## config.mk

```make
export PLATFORM = sky130hd
export DESIGN_NAME = mem_8x8_initiator
export DESIGN_NICKNAME = d
export VERILOG_FILES = /design/src/rtl/memory_package.sv /design/src/rtl/mem_8x8_initiator.sv
export SDC_FILE = /design/constraint.sdc
export NUM_CORES = 1
export LEC_CHECK = 0
export CELL_PAD_IN_SITES_DETAIL_PLACEMENT = 2
export CELL_PAD_IN_SITES_GLOBAL_PLACEMENT = 2
export CORE_ASPECT_RATIO = 0.6
export CORE_MARGIN = 2
export CORE_UTILIZATION = 28
export DETAILED_ROUTE_END_ITERATION = 10
export PLACE_DENSITY_LB_ADDON = 0.1
export SYNTH_ARGS = -nofsm -noshare
export SYNTH_HDL_FRONTEND = slang
export SYNTH_SLANG_ARGS = --single-unit
```

## constraint.sdc

```tcl
create_clock -name clk -period 3.9 [get_ports clk]
set_clock_uncertainty 0.15 [all_clocks]
set_input_delay 0.975 -clock clk [delete_from_list [all_inputs] [get_ports clk]]
set_output_delay 0.975 -clock clk [all_outputs]
set_load 0.05 [all_outputs]
```

## src/rtl/memory_package.sv

```systemverilog
// Shared types and default widths for the 8x8 memory initiator.
package memory_package;

    localparam int unsigned MEM_ADDR_W = 3;
    localparam int unsigned MEM_DATA_W = 8;

    typedef enum logic [2:0] {
        CLEAR,
        IDLE,
        WRITE,
        READ,
        RESP
    } mem_init_state_e;

endpackage

```

## src/rtl/mem_8x8_initiator.sv

```systemverilog
// Initiator for the 8x8 memory: valid/ready requests in, registered memory pins out.
// Optional post-reset memory clear is enabled by defining MEM_INIT_CLEAR_EN.
module mem_8x8_initiator
    import memory_package::*;
#(
    parameter int unsigned ADDR_W       = MEM_ADDR_W,
    parameter int unsigned DATA_W       = MEM_DATA_W,
    parameter int unsigned READ_LATENCY = 1
) (
    input  logic              clk,
    input  logic              reset,
    input  logic              req_valid,
    output logic              req_ready,
    input  logic              req_write,
    input  logic [ADDR_W-1:0] req_addr,
    input  logic [DATA_W-1:0] req_wdata,
    output logic              rsp_valid,
    input  logic              rsp_ready,
    output logic [DATA_W-1:0] rsp_rdata,
    output logic              mem_write_enable,
    output logic [ADDR_W-1:0] mem_addr,
    output logic [DATA_W-1:0] mem_data_in,
    input  logic [DATA_W-1:0] mem_data_out,
    output logic              busy
);

    localparam int unsigned DEPTH = 2 ** ADDR_W;
    localparam int unsigned LAT_W = $clog2(READ_LATENCY + 1);

`ifdef MEM_INIT_CLEAR_EN
    localparam int unsigned CLR_W = ADDR_W + 1;
    localparam mem_init_state_e RESET_STATE = CLEAR;
    logic [CLR_W-1:0] clr_cnt, clr_cnt_n;
`else
    localparam mem_init_state_e RESET_STATE = IDLE;
`endif

    mem_init_state_e   state, state_n;
    logic [LAT_W-1:0]  lat_cnt, lat_cnt_n;
    logic              req_ready_n, rsp_valid_n, mem_we_n, busy_n;
    logic [ADDR_W-1:0] mem_addr_n;
    logic [DATA_W-1:0] mem_data_in_n, rsp_rdata_n;
    logic              accept;
    logic              lat_done;

    assign accept   = req_valid && req_ready;
    // Address is launched on the accept edge; data_out settles READ_LATENCY
    // edges later and is captured on the edge after that.
    assign lat_done = (lat_cnt == LAT_W'(READ_LATENCY));

    // State, counters and all registered outputs.
    always_ff @(posedge clk or posedge reset) begin
        if (reset) begin
            state            <= RESET_STATE;
            lat_cnt          <= '0;
            req_ready        <= 1'b0;
            rsp_valid        <= 1'b0;
            rsp_rdata        <= '0;
            mem_write_enable <= 1'b0;
            mem_addr         <= '0;
            mem_data_in      <= '0;
            busy             <= 1'b0;
`ifdef MEM_INIT_CLEAR_EN
            clr_cnt          <= '0;
`endif
        end else begin
            state            <= state_n;
            lat_cnt          <= lat_cnt_n;
            req_ready        <= req_ready_n;
            rsp_valid        <= rsp_valid_n;
            rsp_rdata        <= rsp_rdata_n;
            mem_write_enable <= mem_we_n;
            mem_addr         <= mem_addr_n;
            mem_data_in      <= mem_data_in_n;
            busy             <= busy_n;
`ifdef MEM_INIT_CLEAR_EN
            clr_cnt          <= clr_cnt_n;
`endif
        end
    end

    // Next-state logic.
    always_comb begin
        state_n = state;
        case (state)
`ifdef MEM_INIT_CLEAR_EN
            CLEAR: if (clr_cnt == CLR_W'(DEPTH)) state_n = IDLE;
`else
            CLEAR: state_n = IDLE;
`endif
            IDLE:  if (accept) state_n = req_write ? WRITE : READ;
            WRITE: state_n = IDLE;
            READ:  if (lat_done) state_n = RESP;
            RESP:  if (rsp_valid && rsp_ready) state_n = IDLE;
            default: state_n = IDLE;
        endcase
    end

    // Next values of the registered outputs, aligned with the next state.
    always_comb begin
        req_ready_n   = (state_n == IDLE);
        busy_n        = (state_n != IDLE);
        rsp_valid_n   = (state_n == RESP);
        mem_we_n      = 1'b0;
        mem_addr_n    = mem_addr;
        mem_data_in_n = mem_data_in;
        rsp_rdata_n   = rsp_rdata;
        lat_cnt_n     = lat_cnt;
`ifdef MEM_INIT_CLEAR_EN
        clr_cnt_n     = clr_cnt;
`endif
        case (state)
            IDLE: begin
                if (accept) begin
                    mem_addr_n = req_addr;
                    lat_cnt_n  = '0;
                    if (req_write) begin
                        mem_we_n      = 1'b1;
                        mem_data_in_n = req_wdata;
                    end
                end
            end
            READ: begin
                if (lat_done) rsp_rdata_n = mem_data_out;
                else          lat_cnt_n   = lat_cnt + LAT_W'(1);
            end
`ifdef MEM_INIT_CLEAR_EN
            CLEAR: begin
                if (clr_cnt != CLR_W'(DEPTH)) begin
                    mem_we_n      = 1'b1;
                    mem_addr_n    = clr_cnt[ADDR_W-1:0];
                    mem_data_in_n = '0;
                    clr_cnt_n     = clr_cnt + CLR_W'(1);
                end
            end
`endif
            default: ;
        endcase
    end

endmodule

```

# After elaboration in Yosys (flattened, before gate mapping)
# Cells that the tools add are included.
# classes
n_addsub	1
eq_ne	7
mux	11
reduce_logical	7
# ops
cell	n
$mux 3	3
$pmux 3 s3	1
$eq 3x1->1 const B	2
$eq 3x3->1 const B	2
$mux 1	6
$reduce_and 2->1	3
$eq 3x2->1 const B	1
$ne 3x1->1 const B	1
$reduce_and 3->1	1
$logic_and 1x1->1	2
$ne 2x2->1 const B	1
$pmux 1 s2	1
$reduce_bool 2->1	1
$add 1x1->1 const B	1
# word_totals
ff_bits	27
in_bits	24
out_inout_bits	23
word_cells	35

# Depth between registers and ports, before layout
# Gate-level depths: netlist of run 1.
# logic_depth
depth_word	4
mapped_depth	4
ltp_nobuf	3

# Worst setup path after synthesis of run 1
# OpenSTA, ideal clock, no wires.
# synth_path
path_type	in2reg
from	in req_valid
to	reg mem_data_in[0]
setup_ps	125
arrival_ps	1764
required_time_ps	3625
setup_slack_ps	1861
cell_stages	3
cell_sequence	nand3_1 -> nor3_4 -> mux2_2
# synth_via
elab_chain_cells	2
# synth_rtl
element	line_no	text
start: declaration	mem_8x8_initiator.sv:12	input logic req_valid,
$logic_and 1x1->1	mem_8x8_initiator.sv:46	assign accept = req_valid && req_ready;
$reduce_and 3->1 (no line)	n/a	
end signal: assignment	mem_8x8_initiator.sv:74	mem_data_in <= mem_data_in_n;
end: declaration	mem_8x8_initiator.sv:22	output logic [DATA_W-1:0] mem_data_in,
# No other way between the ends.
# A chain may end at the register's enable or synchronous reset.

# Final worst setup path of run 1
# layout_path
from	reg req_ready
to	out req_ready
# layout_lines
element	line_no	text
start: declaration	mem_8x8_initiator.sv:13	output logic req_ready,
start signal: assignment	mem_8x8_initiator.sv:69	req_ready <= req_ready_n;
# No word-level cell between the ends.

==> results of run 1 <==
## flip-flops by register name (all words and copies together), names as in the netlist
name	flops
mem_write_enable	1
req_ready	1
busy	1
state	3
lat_cnt	1
mem_data_in	8
mem_addr	3
rsp_rdata	8
rsp_valid	1
## cells in the final DEF (no fill, tap or decap)
master	count
dfstp_2	1
clkbuf_8	3
dfrtp_1	26
o21a_1	1
inv_1	1
nand2_1	7
a211oi_1	1
clkdlybuf4s50_1	46
a21oi_1	1
and2b_2	1
nand3_2	1
nand3_1	1
nor3_4	1
nand2b_4	1
clkbuf_1	1
mux2_2	16
o21ai_0	4
mux2_4	3
or3_4	1
a21boi_0	1
## worst max path at each step
stage | from | end | slack [ns] | cells after the start
floorplan | req_valid | mem_data_in[0] | 1.86 | 3
global placement | req_valid | mem_data_in[4] | 1.25 | 4
detailed placement | req_valid | mem_data_in[5] | 1.19 | 4
CTS | req_ready | req_ready | 1.27 | 1
global route | req_ready | req_ready | 1.23 | 1
finish | req_ready | req_ready | 1.28 | 1
## through the flow
step / utilization [%] / total power [mW] / std cells / area, um^2
floorplan: - / 1.13 / 69 / 1050
global placement: 43.0 / 1.43 / 161 / 1560
detailed placement: 43.0 / 1.45 / 161 / 1560
CTS: 44.2 / 1.61 / 165 / 1610
global route: 44.2 / 1.68 / 165 / 1610
finish: 44.2 / 1.59 / 165 / 1610
## kinds of logic (layout without fill, tap and decap cells)
family | count (synthesis) | after routing | synth area share (%)
flip-flops | 27 | 27 | 64.5
multiplexers | 19 | 19 | 21.5
AND/OR/NAND/NOR | 13 | 13 | 8.70
AO/OA/AOI/OAI | 8 | 8 | 4.53
buffers and inverters | 2 | 51 | 0.834
## routing by layer
layer,track usage (%),vias up
met5,0,-
met4,4.10,0
met3,4.85,0
met2,19.6,29
met1,15.6,364
li1,-,338
## power by group through the flow
| stage | registers, mW | clock network (mW) | logic [mW] |
|---|---|---|---|
| 2_1_floorplan | 0.902 | 0 | 0.230 |
| 3_3_place_gp | 0.503 | 0 | 0.923 |
| 3_5_place_dp | 0.512 | 0 | 0.940 |
| 4_1_cts | 0.506 | 0.160 | 0.943 |
| 5_1_grt | 0.526 | 0.172 | 0.977 |
| 6_report | 0.503 | 0.152 | 0.932 |
## final cells by class
| type | instances | area (um^2) | area share (%) |
|---|---|---|---|
| clock buffers | 4 | 45.0 | 2.80 |
| repair buffers | 46 | 460 | 28.6 |
| well taps | 47 | 58.8 | 3.65 |
| flip-flops and latches | 27 | 677 | 42.1 |
| multi-input cells | 40 | 364 | 22.6 |
| inverters | 1 | 3.75 | 0.233 |
==> impl_metrics.yaml, run 1 <==
status:
  outcome: "completed"
clocking:
  cts.sinks: 27
  cts_max_path_buffers: 2
  ctsRootBufferMaster: "clkbuf_8"
  path_clk_slew_ns: 0.08
  postCtsSetupRepairBufs: 0
  htreeDepth: 1
  cts_inserted_buffers: 3
  post_cts_resized: 0
  postCtsHoldBufs: 0
  cts_tree: "yes"
  clock_latency_ns: 0.27
synth:
  mappedNetlistNets: 93
  syn-cell-area_mm2: 0.00105
  yosysWarnings: 0
  synth-seq-cells: 27
  synth_flop_cell: "dfrtp_1"
  postSynthCellCount: 69
  synthArstFlopShare_pct: 100
  synth_seq_area_share_pct: 64.5
  synth_most_common_cell: "dfrtp_1"
  synth_area_leaders: "dfrtp_1, mux2_2, mux2_4"
  synthTopCellsByCount: "dfrtp_1, mux2_2, nand2_1"
  synth_edf_count: 0
  synth_top_area_share_pct: 62.0
  post_synth.cell_area_avg_um2: 15.2
  netlist-cell-type-count: 18
  synth_top_area_cell: "dfrtp_1"
timing:
  worst_pin_slew_ns: 1.03
  rsz0062_at_grt: "no"
  max_freq_ghz: 0.381
  period_minus_slack_ns: 2.62
  holdWs_ns: 0.364
  finalSetupTns_ns: 0
  finalHoldViolCount: 0
  timing.final.crit_share_pct: 67.3
  drv_slew: 0
  relSlewSlack_pct: 31.6
  setup_viol: 0
  layout_setup_ws_ns: 1.28
route:
  dr_wl_met2_mm: 1.11
  wl_mm: 2.35
  topRoutingLayerUsed: "met3"
  drc: 0
  antenna_left: 0
  route.met3.wl_um: 139
  vias_per_cell: 4.43
  first_pass_iters: 2
  wl_per_cell_um: 14.3
  wl_met1_mm: 1.10
  num_vias: 731
  drt_iter0_drc: 8
global_route:
  overflow: 0
  antenna_found_initial: 0
  grtUsageTotal_pct: 12.4
  grt_pass1_vias: 796
  grt_max_degree: 28
  grt_pass1_wl_mm: 3.93
placement:
  dp_hpwl_mm: 1.88
  gp_congestion: 0.667
  place_ws_ns: 1.19
  port_buffers: 46
power_and_ir_drop:
  intPower_uw: 851
  power_frac_comb_pct: 58.7
  power_density_mw_per_mm2: 986
  p_seq_share_pct: 31.7
  leakagePower_nw: 0.678
  swShare_pct: 46.4
  clockPowerShare_pct: 9.6
  switchingPower_uw: 736
  ir_drop_v: 0.000300
worst_setup_path:
  worstSetupPathType: "register to primary output"
  cp-end-kind: "primary output"
  worst_ep_arrival_time_ns: 1.50
  path_delay_family: "buffers and inverters"
  reg2regPathDepth: 3
  cp.required_ns: 2.77
  r2r_start: "state[0]"
  r2r_end: "mem_data_in[5]"
  cp.buffers_inverters: 1
  start_kind: "register"
  reg2reg_slack_ns: 2.15
  cpPeakStageDelay_ns: 0.82
  worstPathMaxFanout: 4
  crit_slowest_cell: "clkdlybuf4s50_1"
  path_cells: "clkdlybuf4s50_1"
run:
  drv_cap: 0
floorplanning:
  num_rows: 17
  start_util_pct: 28.9
  io_pins: 47
  die_area_mm2: 0.00427
  die_x_um: 83.0
  die-height_um: 51.4
  core_area_mm2: 0.00364
min_path:
  hold_depth: 1
  hold_start: "mem_data_in[3]"
  min_path_type: "register to register"
  min_to: "mem_data_in[3]"
cells_and_area:
  num_antenna_cells: 0
  drive_above_1_share_pct: 23.7
  fin_nets: 143
  fill_cells: 369
  syn_to_final_growth_pct: 53.3
No activity file was read; power rests on OpenSTA's default activity.
==> run 2, diff against run 1 <==
--- a/config.mk
+++ b/config.mk
@@ -9,7 +9,7 @@
 export CELL_PAD_IN_SITES_GLOBAL_PLACEMENT = 2
 export CORE_ASPECT_RATIO = 0.6
 export CORE_MARGIN = 2
-export CORE_UTILIZATION = 28
+export CORE_UTILIZATION = 23
 export DETAILED_ROUTE_END_ITERATION = 10
 export PLACE_DENSITY_LB_ADDON = 0.1
 export SYNTH_ARGS = -nofsm -noshare
==> constraint.sdc (replaced) <==
create_clock -name clk -period 2.1 [get_ports clk]
set_clock_uncertainty 0.15 [all_clocks]
set_input_delay 0.525 -clock clk [delete_from_list [all_inputs] [get_ports clk]]
set_output_delay 0.525 -clock clk [all_outputs]
set_load 0.05 [all_outputs]
==> impl_metrics.yaml, run 2 (synthesized netlist as in run 1, its figures left out) <==
cells_and_area:
  fin_nets: 145
  final_cell_mix: "dfrtp_1, buf_4, clkdlybuf4s50_1, mux2_2, nand2_1"
  reg.largest.list: "mem_data_in (8), rsp_rdata (8)"
  num_antenna_cells: 0
  drive_above_1_share_pct: 45.0
  syn_to_final_growth_pct: 52.3
  final_common_cell: "dfrtp_1"
  design_area_mm2: 0.00160
  instances_no_fill: 180
  final_core_util_pct: 37.8
power_and_ir_drop:
  leakagePower_nw: 0.714
  ir_drop_v: 0.000532
  power_density_mw_per_mm2: 1830
global_route:
  grt_pass1_wl_mm: 4.70
  grt_max_degree: 28
  grt_pass1_vias: 881
  grtUsageTotal_pct: 12.1
  antenna_found_initial: 0
  overflow: 0
placement:
  port_buffers: 46
  gp_congestion: 0.674
  place_ws_ns: -0.0431
  dpl_cell_area_mm2: 0.00155
  dp_hpwl_mm: 2.03
  place_inst: 176
route:
  drt_iter0_drc: 4
  first_pass_iters: 4
  wl_per_cell_um: 14.6
  wl_mm: 2.63
  drc: 0
  num_vias: 752
  vias_per_cell: 4.18
  antenna_left: 0
worst_setup_path:
  r2r_end: "mem_addr[0]"
  cp.required_ns: 2.11
  reg2reg_slack_ns: 0.44
  cp-end-kind: "register"
  crit_slowest_cell: "clkdlybuf4s50_1"
  path_cells: "clkdlybuf4s50_1, nand3_1, nor3_4, buf_12, mux2_2"
  cpPeakStageDelay_ns: 0.50
  worst_ep_arrival_time_ns: 1.87
  worstSetupPathType: "input port to register"
  start_kind: "input port"
  r2r_start: "state[0]"
  worstPathMaxFanout: 9
  crit_end: "mem_data_in[1]"
  reg2regPathDepth: 3
  crit_path_start: "req_valid"
timing:
  period_minus_slack_ns: 1.86
  drv_slew: 0
  worst_pin_slew_ns: 0.353
  layout_setup_ws_ns: 0.239
  timing.final.crit_share_pct: 88.6
  relSlewSlack_pct: 76.5
  finalSetupTns_ns: 0
  finalHoldViolCount: 0
  max_freq_ghz: 0.537
  setup_viol: 0
  rsz0062_at_grt: "no"
status:
  outcome: "completed"
clocking:
  postCtsSetupRepairBufs: 0
  cts_max_path_buffers: 2
  htreeDepth: 1
  path_clk_slew_ns: 0.09
  ctsRootBufferMaster: "clkbuf_8"
  post_cts_resized: 0
  clock_latency_ns: 0.28
  cts.sinks: 27
  cts_inserted_buffers: 3
  postCtsHoldBufs: 0
  cts_tree: "yes"
floorplanning:
  io_pins: 47
  die_x_um: 91.2
  die_area_mm2: 0.00514
  die-height_um: 56.3
  core_area_mm2: 0.00423
  num_rows: 18
  start_util_pct: 24.8
run:
  drv_cap: 0
min_path:
  min_path_type: "register to register"
==> run 2: changes by cell type in the layout (fill, tap and decap cells not counted), sizes merged <==
| cell | delta |
|---|---|
| buf | +25 |
| clkdlybuf4s50 | -23 |
| clkbuf | -1 |
| clkinvlp | +1 |
==> run 2: layout make-up <==
class | instances | area (um^2)
fillers | 452 | 2640
multi-input cells | 40 | 364
clock buffers | 3 | 41.3
repair buffers | 48 | 430
clock inverters | 1 | 7.51
inverters | 1 | 3.75
well taps | 60 | 75.1
flip-flops and latches | 27 | 677
==> run 2: stage by stage <==
step           hold WS, ns  power, mW
2_1_floorplan        0.340       2.10
3_3_place_gp         0.339       2.60
3_5_place_dp         0.346       2.65
4_1_cts              0.370       2.97
5_1_grt              0.391       3.12
6_report             0.367       2.92
==> run 2: power by group <==
part	switching (mW)	internal, mW	total (mW)
Clock	0.168	0.135	0.303
Combinational	1.08	0.606	1.68
Sequential	0.164	0.775	0.939
Total	1.41	1.52	2.92
==> run 2: critical path: cells and delay by family <==
family        cells  cell delay, ns
buf+inv           2            0.65
simple gates      2            0.36
mux               1            0.33
==> run 2: worst min-delay path by stage <==
stage,depth (start not counted),endpoint,start,slack (ns)
after detailed placement,1,mem_addr[1],mem_addr[1],0.35
after global routing,1,mem_data_in[2],mem_data_in[2],0.39
after CTS,1,mem_data_in[2],mem_data_in[2],0.37
after global placement,1,rsp_rdata[2],rsp_rdata[2],0.34
final,1,mem_data_in[2],mem_data_in[2],0.37
after floorplan,1,state[1],lat_cnt,0.34
==> run 2: routing by layer <==
layer	track usage [%]	share of wire (%)	vias up
met1	15.3	45	382
met2	18.5	47	29
met3	5.23	7.6	2
li1	-	-	339
met5	0	0	-
met4	3.90	0.53	0
==> run 3, diff against run 2 <==
--- a/config.mk
+++ b/config.mk
@@ -8,10 +8,12 @@
 export CELL_PAD_IN_SITES_DETAIL_PLACEMENT = 2
 export CELL_PAD_IN_SITES_GLOBAL_PLACEMENT = 2
 export CORE_ASPECT_RATIO = 0.6
-export CORE_MARGIN = 2
+export CORE_MARGIN = 5
 export CORE_UTILIZATION = 23
+export CTS_CLUSTER_SIZE = 28
 export DETAILED_ROUTE_END_ITERATION = 10
 export PLACE_DENSITY_LB_ADDON = 0.1
+export SETUP_SLACK_MARGIN = 0.2
 export SYNTH_ARGS = -nofsm -noshare
 export SYNTH_HDL_FRONTEND = slang
 export SYNTH_SLANG_ARGS = --single-unit
==> impl_metrics.yaml, run 3 (synthesized netlist as in run 1, its figures left out) <==
placement:
  dp_hpwl_mm: 2.08
  port_buffers: 46
  place_ws_ns: -0.0435
  gp_congestion: 0.645
  dpl_cell_area_mm2: 0.00155
worst_setup_path:
  crit_path_start: "req_valid"
  cp-end-kind: "register"
  reg2regPathDepth: 3
  cp.required_ns: 2.12
  worst_ep_arrival_time_ns: 1.82
  worstPathMaxFanout: 4
  start_kind: "input port"
  r2r_start: "state[0]"
  worstSetupPathType: "input port to register"
route:
  vias_per_cell: 4.07
  drt_iter0_drc: 11
  first_pass_iters: 2
  wl_per_cell_um: 14.6
  drc: 0
  antenna_left: 0
  num_vias: 744
  wl_mm: 2.67
floorplanning:
  num_rows: 19
  start_util_pct: 23.4
  core_area_mm2: 0.00449
  io_pins: 47
  die_x_um: 97.2
  die_area_mm2: 0.00606
  die-height_um: 62.3
power_and_ir_drop:
  power_density_mw_per_mm2: 1810
  leakagePower_nw: 0.715
  power_mw: 2.92
  ir_drop_v: 0.000495
clocking:
  cts_tree: "yes"
  ctsRootBufferMaster: "clkbuf_8"
  post_cts_resized: 0
  postCtsSetupRepairBufs: 0
  cts_inserted_buffers: 3
  clock_latency_ns: 0.27
  cts.sinks: 27
  cts_max_path_buffers: 2
  path_clk_slew_ns: 0.10
  htreeDepth: 1
  postCtsHoldBufs: 0
min_path:
  min_path_type: "register to register"
  hold_depth: 1
  hold_start: "rsp_rdata[3]"
global_route:
  antenna_found_initial: 0
  grt_pass1_wl_mm: 4.64
  grt_pass1_vias: 852
  grt_max_degree: 28
  overflow: 0
  grtUsageTotal_pct: 9.66
timing:
  period_minus_slack_ns: 1.80
  finalHoldViolCount: 0
  setup_viol: 0
  max_freq_ghz: 0.556
  timing.final.crit_share_pct: 85.6
  holdWs_ns: 0.369
  relSlewSlack_pct: 76.1
  layout_setup_ws_ns: 0.301
  drv_slew: 0
  worst_pin_slew_ns: 0.359
  rsz0062_at_grt: "no"
cells_and_area:
  drive_above_1_share_pct: 45.8
  design_area_mm2: 0.00161
  final_cell_mix: "dfrtp_1, buf_4, clkdlybuf4s50_1, mux2_2, nand2_1"
  fin_nets: 145
  syn_to_final_growth_pct: 53.2
  num_antenna_cells: 0
  final_core_util_pct: 35.8
  fill_cells: 462
  seqCellArea_um2: 677
  final_common_cell: "dfrtp_1"
  multi_input_area_um2: 369
  reg.largest.list: "mem_data_in (8), rsp_rdata (8)"
run:
  drv_cap: 0
status:
  outcome: "completed"
==> run 3: power breakdown <==
group | switching (mW) | internal [mW]
clock | 0.168 | 0.135
combinational | 1.07 | 0.607
sequential | 0.165 | 0.775
total | 1.40 | 1.52
==> run 3: critical path, cell delays in order <==
cell and delay (ns):
clkdlybuf4s50_1 0.52, nand2_1 0.09, or3_4 0.38, mux2_4 0.31
==> run 3: cell type report <==
type / instances / area share, %
repair buffers: 48 / 26.8
multi-input cells: 40 / 23.0
inverters: 1 / 0.233
clock buffers: 3 / 2.57
flip-flops and latches: 27 / 42.1
clock inverters: 1 / 0.467
well taps: 63 / 4.90
==> run 3: metrics by stage <==
stage                     TNS [ns]  std cells
after global routing             0        183
final                            0        183
after global placement           0        179
after floorplan                  0         69
after CTS                        0        183
after detailed placement    -0.285        179
==> run 3: final timing paths <==
kind / to / slack (ns)
min in group asynchronous: rsp_rdata[2] / 0.46
worst min register to register: rsp_rdata[3] / 0.37
worst max register to register: mem_addr[1] / 0.46
max in group asynchronous: state[0] / 1.03
worst max-delay path: mem_addr[1] / 0.30
worst min-delay path: rsp_rdata[3] / 0.37
==> run 3: routing by layer <==
metal,routed length (um),global-route usage (%),part of all wire (%),up-vias
li1,-,-,-,345
met1,1310,12.9,49,374
met2,1230,15.2,46,23
met3,113,3.47,4.2,2
met4,22,2.07,0.83,0
met5,0,0,0,-
